## config.mk

```make
export PLATFORM = sky130hd
export DESIGN_NAME = mem_arbiter
export DESIGN_NICKNAME = d
export VERILOG_FILES = /design/src/rtl/mem_arbiter.sv
export SDC_FILE = /design/constraint.sdc
export NUM_CORES = 1
export LEC_CHECK = 0
export ABC_AREA = 0
export ABC_CLOCK_PERIOD_IN_PS = 2650
export CORE_AREA = 8 8 250 252
export CTS_CLUSTER_DIAMETER = 50
export CTS_CLUSTER_SIZE = 24
export DETAILED_ROUTE_END_ITERATION = 8
export DIE_AREA = 0 0 258 260
export GPL_ROUTABILITY_DRIVEN = 0
export GPL_TIMING_DRIVEN = 0
export PLACE_DENSITY = 0.54
export RECOVER_POWER = 100
export SLEW_MARGIN = 20
export SYNTH_ARGS = -nofsm -noshare
export SYNTH_HDL_FRONTEND = slang
export SYNTH_SLANG_ARGS = --single-unit
```

## constraint.sdc

```tcl
create_clock -name clk -period 2.65 [get_ports clk]
set_input_delay 0.3975 -clock clk [delete_from_list [all_inputs] [get_ports clk]]
set_output_delay 0.3975 -clock clk [all_outputs]
set_load 0.02 [all_outputs]
```

## src/rtl/mem_arbiter.sv

```systemverilog
// Three-requester arbiter (icache read, dcache read, dcache writeback) in front of a
// single-port line memory, one transaction outstanding, with icache starvation relief.
module mem_arbiter #(
    parameter int ARCH_BITS        = 32,
    parameter int MEMORY_LINE_BITS = 128,
    parameter int STARVE_LIMIT     = 4
) (
    input  logic                        clk,
    input  logic                        rst,
    input  logic [ARCH_BITS-1:0]        iReqAddr,
    input  logic                        iReq,
    output logic                        iValid,
    input  logic [ARCH_BITS-1:0]        dReqAddr,
    input  logic                        dReq,
    output logic                        dValid,
    input  logic [ARCH_BITS-1:0]        wAddr,
    input  logic                        wReq,
    input  logic [MEMORY_LINE_BITS-1:0] wLine,
    output logic                        wDone,
    output logic [MEMORY_LINE_BITS-1:0] lineOut,
    output logic [ARCH_BITS-1:0]        memAddr,
    output logic                        memReq,
    output logic                        memWe,
    output logic [MEMORY_LINE_BITS-1:0] memWLine,
    input  logic [MEMORY_LINE_BITS-1:0] memRLine,
    input  logic                        memAck
);

    typedef enum logic [1:0] {S_IDLE, S_WAIT, S_DONE} state_t;
    typedef enum logic [1:0] {G_I, G_D, G_W} grant_t;

    localparam logic [2:0]           STARVE_MAX = 3'(STARVE_LIMIT);
    localparam logic [ARCH_BITS-1:0] LINE_MASK  = ~ARCH_BITS'(15);

    state_t                      state, state_next;
    grant_t                      winner, grant;
    logic                        grant_valid;
    grant_t                      block_id;
    logic                        block_valid;
    logic [2:0]                  starve;
    logic [ARCH_BITS-1:0]        addr_q, addr_sel;
    logic [MEMORY_LINE_BITS-1:0] wline_q, line_q;
    logic                        elig_i, elig_d, elig_w;

    // The requester served last is still holding its level request for one cycle.
    assign elig_i = iReq && !(block_valid && block_id == G_I);
    assign elig_d = dReq && !(block_valid && block_id == G_D);
    assign elig_w = wReq && !(block_valid && block_id == G_W);

    // NOTE: every signal written here gets a default first, so no path leaves it
    // unassigned and no latch is inferred.
    always_comb begin
        state_next  = state;
        grant       = G_I;
        grant_valid = 1'b0;
        addr_sel    = iReqAddr;
        case (state)
            S_IDLE: begin
                if (elig_i && starve == STARVE_MAX) begin
                    grant_valid = 1'b1;
                    grant       = G_I;
                end else if (elig_w) begin
                    grant_valid = 1'b1;
                    grant       = G_W;
                end else if (elig_d) begin
                    grant_valid = 1'b1;
                    grant       = G_D;
                end else if (elig_i) begin
                    grant_valid = 1'b1;
                    grant       = G_I;
                end
                if (grant_valid) begin
                    state_next = S_WAIT;
                end
            end
            S_WAIT: begin
                if (memAck) begin
                    state_next = S_DONE;
                end
            end
            S_DONE:  state_next = S_IDLE;
            default: state_next = S_IDLE;
        endcase
        case (grant)
            G_D:     addr_sel = dReqAddr;
            G_W:     addr_sel = wAddr;
            default: addr_sel = iReqAddr;
        endcase
    end

    // NOTE: sequential state uses non-blocking assignments so every register samples
    // the pre-edge values regardless of statement order.
    always_ff @(posedge clk) begin
        if (rst) begin
            state <= S_IDLE;
        end else begin
            state <= state_next;
        end
    end

    always_ff @(posedge clk) begin
        if (rst) begin
            winner      <= G_I;
            block_id    <= G_I;
            block_valid <= 1'b0;
            starve      <= '0;
            addr_q      <= '0;
            wline_q     <= '0;
            line_q      <= '0;
        end else begin
            block_valid <= (state == S_DONE);
            block_id    <= winner;
            if (state == S_IDLE && grant_valid) begin
                winner <= grant;
                addr_q <= addr_sel & LINE_MASK;
                if (grant == G_W) begin
                    wline_q <= wLine;
                end
                if (grant == G_I || !iReq) begin
                    starve <= '0;
                end else if (starve != 3'h7) begin
                    starve <= starve + 3'h1;
                end
            end
            if (state == S_WAIT && memAck && winner != G_W) begin
                line_q <= memRLine;
            end
        end
    end

    assign memReq   = (state == S_WAIT);
    assign memWe    = memReq && (winner == G_W);
    assign memAddr  = addr_q;
    assign memWLine = wline_q;
    assign lineOut  = line_q;
    assign iValid   = (state == S_DONE) && (winner == G_I);
    assign dValid   = (state == S_DONE) && (winner == G_D);
    assign wDone    = (state == S_DONE) && (winner == G_W);

endmodule

```

==> metrics.md, run 1 <==
| Metric | Value |
|---|---|
| Detail Route Antenna Nets | `0` |
| 1st-iter DRT viols | `507` |
| Mean Syn Cell Area | `8.68 um2` |
| Starting density of the core | `21.0%` |
| Die ar. | `around 0.067 mm2` |
| Layout Cells excl Fill | `between 2k and 3k` |
| Worst min path class | `primary input to flip-flop` |
| Max-cap violations | `0` |
| R2R Path Start | `block_valid$_SDFF_PP0_` |
| Fraction of layout cells with a size suffix above 1 | `~6.3%` |
| Core Util, Final | `36.3%` |
| Clk_skew | `0.0198 ns` |
| CTS Buf Count | `47` |
| Worst Setup Start Kind | `flip-flop` |
| Root buf cell | `clkbuf_16` |
| # IOs | `~650` |
| Library cells used by synthesis | `33` |
| Placed cell count | `2821` |
| Pre-CTS WS | `-0.779 ns` |
| Gr usage total | `between 10% and 20%` |
| Critical Path Sink Type | `flip-flop` |
| Sequential power share | `35.9%` |
| HPWL Detailed | `45100 um` |
| Required @ worst endpoint | `3.12 ns` |
| # port buffers | `633` |
| Vias per inst | `4.26` |
| Final setup fails | `0` |
| Row cnt | `89` |
| Final Net Count | `2461` |
| Commonest non-fill, non-tap cell in the layout | `clkdlybuf4s50_1` |
| CTS sink count | `294` |
| Area contributors post-synth | `dfxtp_1 48%, nand2b_1 13%, mux2i_1 11%` |
| Routed WL per cell | `around 19 um` |
| Clock power frac | `46.2%` |
| Power Density | `630 mW/mm2` |
| Clock buffer depth | `3` |
| Die Height | `approximately 260 um` |
| Syn. warnings | `0` |
| RSZ-0062 raised after global routing | `no` |
| Syn Std Cell Area | `roughly 0.012 mm2` |
| Total wire length | `56400 um` |
| Switch Pwr | `~0.0038 W` |
| Vias in the first global route | `about 13k` |
| Area leader, netlist | `dfxtp_1` |
| R2R Path End | `starve[1]$_SDFFE_PP0P_` |
| DR pass1 iterations | `5` |
| Clock transition at path regs | `0.06 ns` |
| Residual overflow from global routing | `0` |
| Hold path depth | `3` |
| Int Pwr | `0.00962 W` |
| Max Slew Vio Count | `0` |
| Initial antenna violation count | `2` |
| Largest net degree at the start of global routing | `13` |
| Critical path fanouts, max | `7` |
| Drt drc | `0` |
| Area grow syn2layout | `73.3%` |
| WHS Endpoint | `lineOut[12]$_SDFFE_PP0P_` |
| Reg2reg path depth | `8` |
| Die X | `258 um` |
| Post-synthesis sequential area ratio | `48.0%` |
| Hold Startpoint | `memRLine[12]` |
| H-tree depth | `2` |
| Internal reg-to-reg setup slack | `between 0.09 and 0.1 ns` |
| CP arrival | `3.03 ns` |
| Leak | `8.32 nW` |
| Max VDD drop | `363 uV` |
| Tot Pwr | `0.0134 W` |
| TritonCTS clock tree | `done` |
| Run status | `finished, final reports clean` |
| DP Area | `0.0196 mm2` |
| Sw frac | `28.1%` |
| Detailed-route via count | `roughly 12k` |
| Slew Limit Headroom | `38.9%` |
| Crit path kind | `flip-flop to flip-flop` |
| Core Area | `0.0585 mm2` |
| Global-route wire length before repair | `roughly 82000 um` |
| Final worst slack | `0.0988 ns` |
| Hold Buf Count CTS | `0` |
| Gate power share | `17.9%` |
| Skew-Pair Late Insertion Delay | `0.58 ns` |
| Tmin final | `2.55 ns` |
| Period utilization | `96.3%` |
| Max frequency | `392 MHz` |
| Final hold viol count | `0` |
| #FFs+latches synth | `294` |
| Commonest non-fill, non-tap cells in the layout | `345 x clkdlybuf4s50_1, 291 x dfxtp_1, 288 x dlygate4sd3_1` |
| Synth top area share | `48.0%` |
| Fill count | `6000` |
| Fin area | `0.0212 mm2` |
| Post-Syn Instances | `1412` |
| Worst Tran Pin Value | `0.917 ns` |
[cell families after synthesis]
family,after synthesis,synth area share (%)
DFF,294,48.0
muxes,130,10.6
AOI/OAI and AO/OA,256,11.2
and+or+nand+nor,599,24.5
other,1,0.0306
buffers and inverters,126,4.99
adders and majority gates,6,0.613
[state kept, by name, summed over array words and instances, names as in the netlist]
| name | count |
|---|---|
| winner | 2 |
| starve | 3 |
| block_id | 2 |
| memWLine | 128 |
| memAddr | 28 |
| block_valid | 1 |
| state | 2 |
| lineOut | 128 |
[worst max path at each step]
stage	cells past startpoint	end	from
6_report	8	starve[1]$_SDFFE_PP0P_	block_valid$_SDFF_PP0_
3_5_place_dp	5	lineOut[110]$_SDFFE_PP0P_	rst
4_1_cts	10	memAddr[11]$_SDFFE_PP0P_	block_valid$_SDFF_PP0_
2_1_floorplan	11	memAddr[12]$_SDFFE_PP0P_	block_valid$_SDFF_PP0_
5_1_grt	10	memWLine[107]$_SDFFE_PP0P_	block_valid$_SDFF_PP0_
3_3_place_gp	5	lineOut[115]$_SDFFE_PP0P_	rst
[synthesized netlist by cell type]
| master | count |
|---|---|
| a41oi_1 | 1 |
| o31ai_1 | 1 |
| nand3_1 | 31 |
| a21oi_1 | 162 |
| and3_1 | 2 |
| mux2_2 | 1 |
| o21ai_0 | 61 |
| or2_2 | 1 |
| buf_2 | 15 |
| nor4b_2 | 1 |
| ha_1 | 6 |
| clkbuf_1 | 78 |
| o211ai_1 | 1 |
| nor4_1 | 1 |
| nor2b_1 | 3 |
| nand2b_1 | 259 |
| nor2_1 | 5 |
| buf_6 | 14 |
| a221o_1 | 1 |
| a22oi_1 | 28 |
| nor3b_1 | 3 |
| nor3_1 | 3 |
| buf_4 | 4 |
| conb_1 | 1 |
| inv_1 | 8 |
| a221oi_2 | 1 |
| dfxtp_1 | 294 |
| nand2_1 | 286 |
| mux2i_1 | 129 |
| buf_1 | 7 |
| nand3b_1 | 1 |
| or3b_2 | 1 |
| or4_1 | 2 |
[per-stage QoR]
stage               hold WS, ns  setup TNS [ns]
floorplan                 0.466               0
finish                    0.361               0
global placement          0.441          -80.96
CTS                       0.319               0
global route              0.338               0
detailed placement        0.446          -57.74
[critical path, cell delays in order (launching register included)]
cell	delay, ns
dfxtp_4	0.38
or3b_2	0.48
a41oi_4	0.20
o211ai_1	0.21
clkbuf_1	0.17
ha_1	0.17
nand2b_2	0.20
or4_1	0.48
a21oi_1	0.16
[power by group through the flow]
stage,clock network (W),registers [W],logic [W]
final,0.00618,0.00480,0.00239
after global routing,0.00658,0.00483,0.00257
after CTS,0.00637,0.00482,0.00249
after detailed placement,0,0.00491,0.00246
after global placement,0,0.00490,0.00245
after floorplan,0,0.00518,0.000807
[per-layer routing]
layer,vias to the layer above,track usage [%],routed length (um)
met4,4,4.23,1230
met2,468,27.9,27600
met1,5769,17.6,22300
met5,-,0,29
li1,6063,-,-
met3,81,6.35,5240
[area by class of cell]
class | count | area (um2) | share of cell area [%]
Sequential cell | 294 | 5890 | 27.8
Buffer | 117 | 604 | 2.85
Tap cell | 773 | 967 | 4.56
Timing Repair Buffer | 634 | 6340 | 29.9
Clock buffer | 54 | 1260 | 5.95
Antenna cell | 1 | 2.50 | 0.0118
Multi-Input combinational cell | 995 | 5810 | 27.4
Clock inverter | 31 | 315 | 1.49
Inverter | 8 | 30.0 | 0.141
[repair_timing]
item                                    4_1_cts  5_1_grt
pin swaps                                     1        2
resized for setup                            23       27
endpoints found under the setup margin      164      144
buffers inserted                              1        0
cloned                                        0        0
(Power assumes the default switching activity.)
==> run 2, diff against run 1 <==
- CTS_CLUSTER_DIAMETER: 50 -> 80
==> run 2 against run 1 <==
Net effect: via count fell by 0.98%; power fell by 16%; sequential share of layout area rose by 0.91 points; largest power group is now sequential cells; clock skew barely moved; setup slack got worse by 0.016 ns; first-iteration DRC count rose by 10%; critical path depth did not move; sequential power barely moved; critical endpoint unchanged; global-route usage fell by 0.19 points; die area did not move; wire length fell by 0.58%; non-clock buffer count did not move.
==> metrics.md, run 2 (synthesis results as in run 1) <==
| Metric | Value |
|---|---|
| Total wire length | `56000 um` |
| Period utilization | `96.9%` |
| Crit path kind | `flip-flop to flip-flop` |
| Max frequency | `390 MHz` |
| Power Density | `between 500 and 600 mW/mm2` |
| Critical path fanouts, max | `7` |
| Fin area | `0.0205 mm2` |
| Vias per inst | `4.28` |
| Final Net Count | `2439` |
| Skew-Pair Late Insertion Delay | `0.58 ns` |
| Pre-CTS WS | `-0.779 ns` |
| Register area | `0.00589 mm2` |
| Area of the multi-input gates | `0.00582 mm2` |
| Die ar. | `0.0671 mm2` |
| Internal reg-to-reg setup slack | `about 0.083 ns` |
| 1st-iter DRT viols | `between 500 and 600` |
| Required @ worst endpoint | `3.14 ns` |
| Vias in the first global route | `12.5k` |
| Worst Tran Pin Value | `0.900 ns` |
| Run status | `finished, final reports clean` |
| Slew Limit Headroom | `40.0%` |
| DR pass1 iterations | `5` |
| Largest net degree at the start of global routing | `24` |
| # port buffers | `633` |
| Core Util, Final | `35.1%` |
| Clk_skew | `0.0200 ns` |
| Crit-path leading delay family | `simple AND/OR/NAND/NOR gates` |
| CP peak stage delay | `0.48 ns` |
| Max Slew Vio Count | `0` |
| Residual overflow from global routing | `0` |
| CTS Buf Count | `25` |
| RSZ-0062 raised after global routing | `yes` |
| Initial antenna violation count | `3` |
| Die X | `258 um` |
| Detailed-route via count | `12.3k` |
| # IOs | `651` |
| R2R Path End | `starve[1]$_SDFFE_PP0P_` |
| Critical-path cell list | `or3b_2 -> a41oi_4 -> o211ai_1 -> buf_4 -> ha_1 -> nand2b_2 -> or4_1 -> a21oi_1` |
| Fraction of layout cells with a size suffix above 1 | `4.68%` |
| Fill count | `6025` |
| Worst min path class | `primary input to flip-flop` |
| HPWL Detailed | `45100 um` |
| Final worst slack | `0.0831 ns` |
| CTS sink count | `294` |
| Clock transition at path regs | `0.10 ns` |
| CP arrival | `3.06 ns` |
| Max-cap violations | `0` |
| Area grow syn2layout | `67.7%` |
| Final hold viol count | `0` |
| Die Height | `260 um` |
| Core Area | `0.0585 mm2` |
| Worst path bufs/invs | `1` |
| Commonest non-fill, non-tap cell in the layout | `clkdlybuf4s50_1` |
| Gr usage total | `15.6%` |
| H-tree depth | `1` |
| R2R Path Start | `block_valid$_SDFF_PP0_` |
| Hold Startpoint | `memRLine[5]` |
| Worst Setup Start Kind | `flip-flop` |
| Row cnt | `89` |
| DP Area | `slightly below 0.02 mm2` |
| Leak | `7.98 nW` |
| WHS Endpoint | `lineOut[5]$_SDFFE_PP0P_` |
| Critical Path Sink Type | `flip-flop` |
| Clock buffer depth | `3` |
| Detail Route Antenna Nets | `0` |
| Hold path depth | `3` |
| Reg2reg path depth | `8` |
| Routed WL per cell | `19.5 um` |
| Starting density of the core | `21.0%` |
| Antenna cells | `0` |
| Global-route wire length before repair | `~81000 um` |
| Drt drc | `0` |
| Slowest cell on crit path | `or3b_2` |
| Max VDD drop | `439 uV` |
| Root buf cell | `clkbuf_16` |
| Tmin final | `2.57 ns` |
| TritonCTS clock tree | `done` |
| Crit path depth | `8` |
| Final setup fails | `0` |
| Commonest non-fill, non-tap cells in the layout | `347 x clkdlybuf4s50_1, 292 x dfxtp_1, 286 x nand2_1` |
## run 2: worst register-to-register path, delay by kind of cell, from the launching register on
| kind | cells | cell delay [ns] |
|---|---|---|
| flip-flops | 1 | 0.39 |
| AND/OR/NAND/NOR | 3 | 1.16 |
| buffers and inverters | 1 | 0.20 |
| adder cells (fa/ha/maj) | 1 | 0.16 |
| AO/OA/AOI/OAI | 3 | 0.60 |
## run 2: worst max path at each step
stage                      startpoint                   endpoint  slack [ns]
2_1_floorplan  block_valid$_SDFF_PP0_   memAddr[12]$_SDFFE_PP0P_        0.09
6_report       block_valid$_SDFF_PP0_     starve[1]$_SDFFE_PP0P_        0.08
5_1_grt        block_id[0]$_SDFF_PP0_     starve[1]$_SDFFE_PP0P_       0.004
3_3_place_gp                      rst  lineOut[115]$_SDFFE_PP0P_       -0.81
3_5_place_dp                      rst  lineOut[110]$_SDFFE_PP0P_       -0.78
4_1_cts        block_valid$_SDFF_PP0_   memAddr[11]$_SDFFE_PP0P_      0.0002
## run 2: power breakdown
group / internal (W) / switching, W
Sequential: 0.00466 / 0.000131
Clock: 0.00188 / 0.00212
Combinational: 0.00118 / 0.00122
## run 2: routing by layer
layer  routed length, um  track usage [%]
met1               22200             17.7
met2               27500             27.8
met3                4840             5.50
met4                1450             4.11
met5                  26                0
## run 2: layout make-up
cell class,instances,area share [%]
inverter,8,0.146
buffer,117,3.07
clock buffer,25,3.05
sequential,294,28.7
multi-input combinational,995,28.3
tap,773,4.71
timing repair buffer,634,30.8
clock inverter,21,1.18
## run 2: repair_timing
action | 4_1_cts | 5_1_grt
hold buffers | 0 | 0
setup endpoints to repair | 161 | 152
setup buffers | 1 | 0
resized for setup | 23 | 34
endpoints found under the hold margin | 0 | 0
pin swaps | 1 | 2
## run 2: metrics by stage
step | cells | total power, W | TNS [ns] | hold WS, ns
after floorplan | 1415 | 0.00598 | 0 | 0.466
after global placement | 2821 | 0.00735 | -80.96 | 0.441
after detailed placement | 2821 | 0.00737 | -57.74 | 0.446
after CTS | 2867 | 0.0115 | 0 | 0.313
after global routing | 2867 | 0.0117 | 0 | 0.327
final | 2867 | 0.0112 | 0 | 0.364
==> RTL change 1: new RTL, flow settings as in run 2 <==
`MEMORY_LINE_BITS`: 128 -> 136.
--- a/src/rtl/mem_arbiter.sv
+++ b/src/rtl/mem_arbiter.sv
@@ -4,3 +4,3 @@
     parameter int ARCH_BITS        = 32,
-    parameter int MEMORY_LINE_BITS = 128,
+    parameter int MEMORY_LINE_BITS = 136,
     parameter int STARVE_LIMIT     = 4
Interface: changed (resized lineOut, memRLine, memWLine and wLine); port bits go from 651 to 683. The function was not compared with the original's and may differ.
==> RTL change 1 against run 2 <==
Die area unchanged; power grew 5.7%; critical path depth grew 2; sequential cell count up 16; final area rose by 4.5%; combinational power up 4%; worst setup slack gained 0.022 ns; synthesized area rose by 4.5%; largest power group unchanged; critical endpoint is now memAddr[30]; routed wire length rose by 4.8%.
==> RTL change 1: results (changes against run 2) <==
.. list-table::
   :header-rows: 1

   * - Metric
     - Value
   * - Outcome
     - completed (unchanged)
   * - Max rail drop VDD
     - 0.0004335 V (was 0.0004389 V)
   * - Number of buffers added on ports
     - 665 (was 633)
   * - Distinct cells, synth
     - 34 (was 33)
   * - Combinational power
     - 2490 uW (was 2400 uW)
   * - Total iterations of the first detailed-routing run
     - 4 (was 5)
   * - Net switching fraction of the power
     - 29.98% (was 30.99%)
   * - Signed area change from the synthesized netlist to the final layout
     - 67.71% (was 67.72%)
   * - Dominant delay contributor by cell family on the critical path
     - compound AO/OA/AOI/OAI gates (was simple AND/OR/NAND/NOR gates)
   * - Top cell types by occurrence after synthesis
     - sky130_fd_sc_hd__dfxtp_1 (310), sky130_fd_sc_hd__nand2_1 (302), sky130_fd_sc_hd__nand2b_1 (275), sky130_fd_sc_hd__a21oi_1 (170), sky130_fd_sc_hd__mux2i_1 (137) (was sky130_fd_sc_hd__dfxtp_1 (294), sky130_fd_sc_hd__nand2_1 (286), sky130_fd_sc_hd__nand2b_1 (259), sky130_fd_sc_hd__a21oi_1 (162), sky130_fd_sc_hd__mux2i_1 (129))
   * - Multi-In Gates
     - 1,043 (was 995)
   * - Portion of the clock cycle consumed by the worst path in the final layout
     - 96.02% (was 96.86%)
   * - Net total in the final layout
     - 2,558 (was 2,439)
   * - Placed insts
     - 2,922 (was 2,821)
   * - Critical path arrival
     - 3.05 ns (was 3.06 ns)
   * - Share of total power in combinational logic
     - 21.0% (was 21.4%)
   * - Register bit total from synthesis
     - 310 (was 294)
   * - Sequential cell area
     - 6210 sq um (was 5891 sq um)
   * - Synth Area in Compound Gates
     - 11.05% (was 11.23%)
   * - Clock buffers and inverters, area share
     - 4.399% (was 4.220%)
   * - Detailed Place HPWL
     - 48,300 um (was 45,120 um)
   * - Proportion of layout cells with a drive suffix above 1
     - 4.504% (was 4.680%)
   * - Total of fill cells in the finished design
     - 5,982 (was 6,025)
   * - Length in cells of the worst reg-to-reg path
     - 10 (was 8)
   * - Maximum number of pins on one net before global-route repair
     - 23 (was 24)
   * - Total CTS buffers
     - 26 (was 25)
   * - Internal reg-to-reg setup slack
     - 0.11 ns (was 0.08 ns)
## RTL change 1: cell types whose count changed in the layout (fill, tap and decap cells not counted), moves of 8 or more
| cell | delta |
|---|---|
| sky130_fd_sc_hd__o21ai_0 | -28 |
| sky130_fd_sc_hd__dlygate4sd3_1 | +15 |
| sky130_fd_sc_hd__dfxtp_1 | +17 |
| sky130_fd_sc_hd__nand2_1 | +16 |
| sky130_fd_sc_hd__nand2b_1 | +17 |
| sky130_fd_sc_hd__mux2i_1 | +8 |
| sky130_fd_sc_hd__a21oi_1 | +9 |
| sky130_fd_sc_hd__clkdlybuf4s50_1 | +15 |
| sky130_fd_sc_hd__o21ai_1 | +27 |
| sky130_fd_sc_hd__buf_2 | +9 |
## RTL change 1: timing repair
action / in CTS / in global routing
endpoints found under the setup margin: 176 / 184
gates resized for setup: 28 / 27
pin swaps: 1 / 3
setup buffers: 1 / 3
endpoints found under the hold margin: 0 / 0
==> RTL change 2: new RTL, flow settings as in run 2 <==
Made on the original files. Encoding of `grant_t`: now one-hot (3 bits for 3 values).
--- a/src/rtl/mem_arbiter.sv
+++ b/src/rtl/mem_arbiter.sv
@@ -29,3 +29,3 @@
     typedef enum logic [1:0] {S_IDLE, S_WAIT, S_DONE} state_t;
-    typedef enum logic [1:0] {G_I, G_D, G_W} grant_t;
+    typedef enum logic [2:0] {G_I = 3'b001, G_D = 3'b010, G_W = 3'b100} grant_t;
 
Behaviour: no difference found for any inputs over 4 cycles, from zero or initial values and one cycle with rst high; so few cycles prove little.
==> RTL change 2 against run 2 <==
Synthesized area fell by 13%; global-route usage down 1.2 points; highest routed layer unchanged; largest cell class unchanged; worst setup slack better by 0.067 ns; sequential cell count is 2 higher; largest power group unchanged; final area fell by 9.3%; power is 3.6% lower; sequential power is 2% higher; routed wire length fell by 6.6%.
==> RTL change 2: results (changes against run 2) <==
.. list-table::
   :header-rows: 1

   * - Metric
     - Value
   * - Outcome
     - completed (unchanged)
   * - Total detailed-routing wirelength
     - 52,330 um (was 56,040 um)
   * - Overall track demand over capacity in global routing
     - 14.47% (was 15.64%)
   * - Via count
     - 11,602 (was 12,264)
   * - Vias per Instance
     - 4.188 (was 4.278)
   * - Adder-cell area share of the yosys netlist
     - 0.3515% (was 0.6129%)
   * - Max rail drop VDD
     - 0.0004793 V (was 0.0004389 V)
   * - Highest-delay cell along the critical path
     - sky130_fd_sc_hd__clkdlybuf4s50_1 (was sky130_fd_sc_hd__or3b_2)
   * - Worst reg2reg path endpoint
     - memWLine[53] (was starve[1])
   * - Total iterations of the first detailed-routing run
     - 6 (was 5)
   * - Maximum number of pins on one net before global-route repair
     - 25 (was 24)
   * - Synth Area in Compound Gates
     - 17.72% (was 11.23%)
   * - Clock tree skew after final layout
     - 0.02049 ns (was 0.02004 ns)
   * - Worst Path Max Fanout
     - 5 (was 7)
   * - Skew-Pair Late Insertion Delay
     - 0.55 ns (was 0.58 ns)
   * - Number of antenna violations at the first check in global routing
     - 2 (was 3)
   * - Critical Path Source
     - state[0] (was block_valid)
   * - Critical path arrival
     - 2.10 ns (was 3.06 ns)
   * - Leading cell types by total area after synthesis
     - sky130_fd_sc_hd__dfxtp_1 (55%), sky130_fd_sc_hd__nand2_1 (18%), sky130_fd_sc_hd__a21oi_1 (13%) (was sky130_fd_sc_hd__dfxtp_1 (48%), sky130_fd_sc_hd__nand2b_1 (13%), sky130_fd_sc_hd__mux2i_1 (11%))
   * - Net switching fraction of the power
     - 30.47% (was 30.99%)
   * - Startpoint of the lowest-slack register-to-register path
     - block_id[0] (was block_valid)
   * - Leak
     - 0.007388 uW (was 0.007975 uW)
   * - Multiplexer share of the synthesized area
     - 0% (was 10.63%)
   * - Detailed Place HPWL
     - 42,710 um (was 45,120 um)
   * - Post-placement setup slack
     - -0.2929 ns (was -0.7785 ns)
   * - Mean instance size in the synthesized netlist
     - 8.071 sq um (was 8.675 sq um)
   * - Proportion of layout cells with a drive suffix above 1
     - 3.858% (was 4.680%)
   * - Placed insts
     - 2,732 (was 2,821)
RTL change 2: changes by cell type in the layout (fill, tap and decap cells not counted), sizes merged, moves of 29 or more:
cell,run 2,this run
nand3,31,2
nand2,286,523
o21ai,61,3
a21oi,162,271
mux2i,129,0
nand2b,259,7
RTL change 2: how the worst min path moves through the flow:
stage	startpoint	end	slack [ns]	cells after the start
floorplan	starve[0]	starve[0]	0.44	1
global placement	lineOut[65]	lineOut[65]	0.44	2
detailed placement	memWLine[117]	memWLine[117]	0.45	2
CTS	memRLine[19]	lineOut[19]	0.35	3
global route	wLine[41]	memWLine[41]	0.37	3
finish	memRLine[19]	lineOut[19]	0.38	3
RTL change 2: cell type report:
class                           instances  area, sq um  share of cell area [%]
Sequential cell                       296         5926                   31.79
Multi-Input combinational cell        919         4213                   22.60
Clock inverter                         15        181.4                  0.9732
Inverter                                5        18.77                  0.1007
Timing Repair Buffer                  633         6324                   33.92
Antenna cell                            1        2.502                 0.01342
Buffer                                106        480.5                   2.577
Clock buffer                           22        529.3                   2.839
Tap cell                              773        967.2                   5.188
RTL change 2: layer usage:
layer / track usage, % / routed length (um) / vias up
met2: 26.23 / 26010 / 471
li1: - / - / 5721
met5: 0 / 23 / -
met1: 15.37 / 19590 / 5343
met3: 6.280 / 5656 / 63
met4: 3.359 / 1050 / 4
RTL change 2: what timing repair did:
action	4_1_cts	5_1_grt
gates resized for setup	1	7
gates cloned	0	0
setup endpoints to repair	1	10
RTL change 2: worst min-delay path, delay by kind of cell:
family / cells / cell delay (ns)
buf+inv: 1 / 0.39
simple gates: 1 / 0.05
compound gates: 1 / 0.05
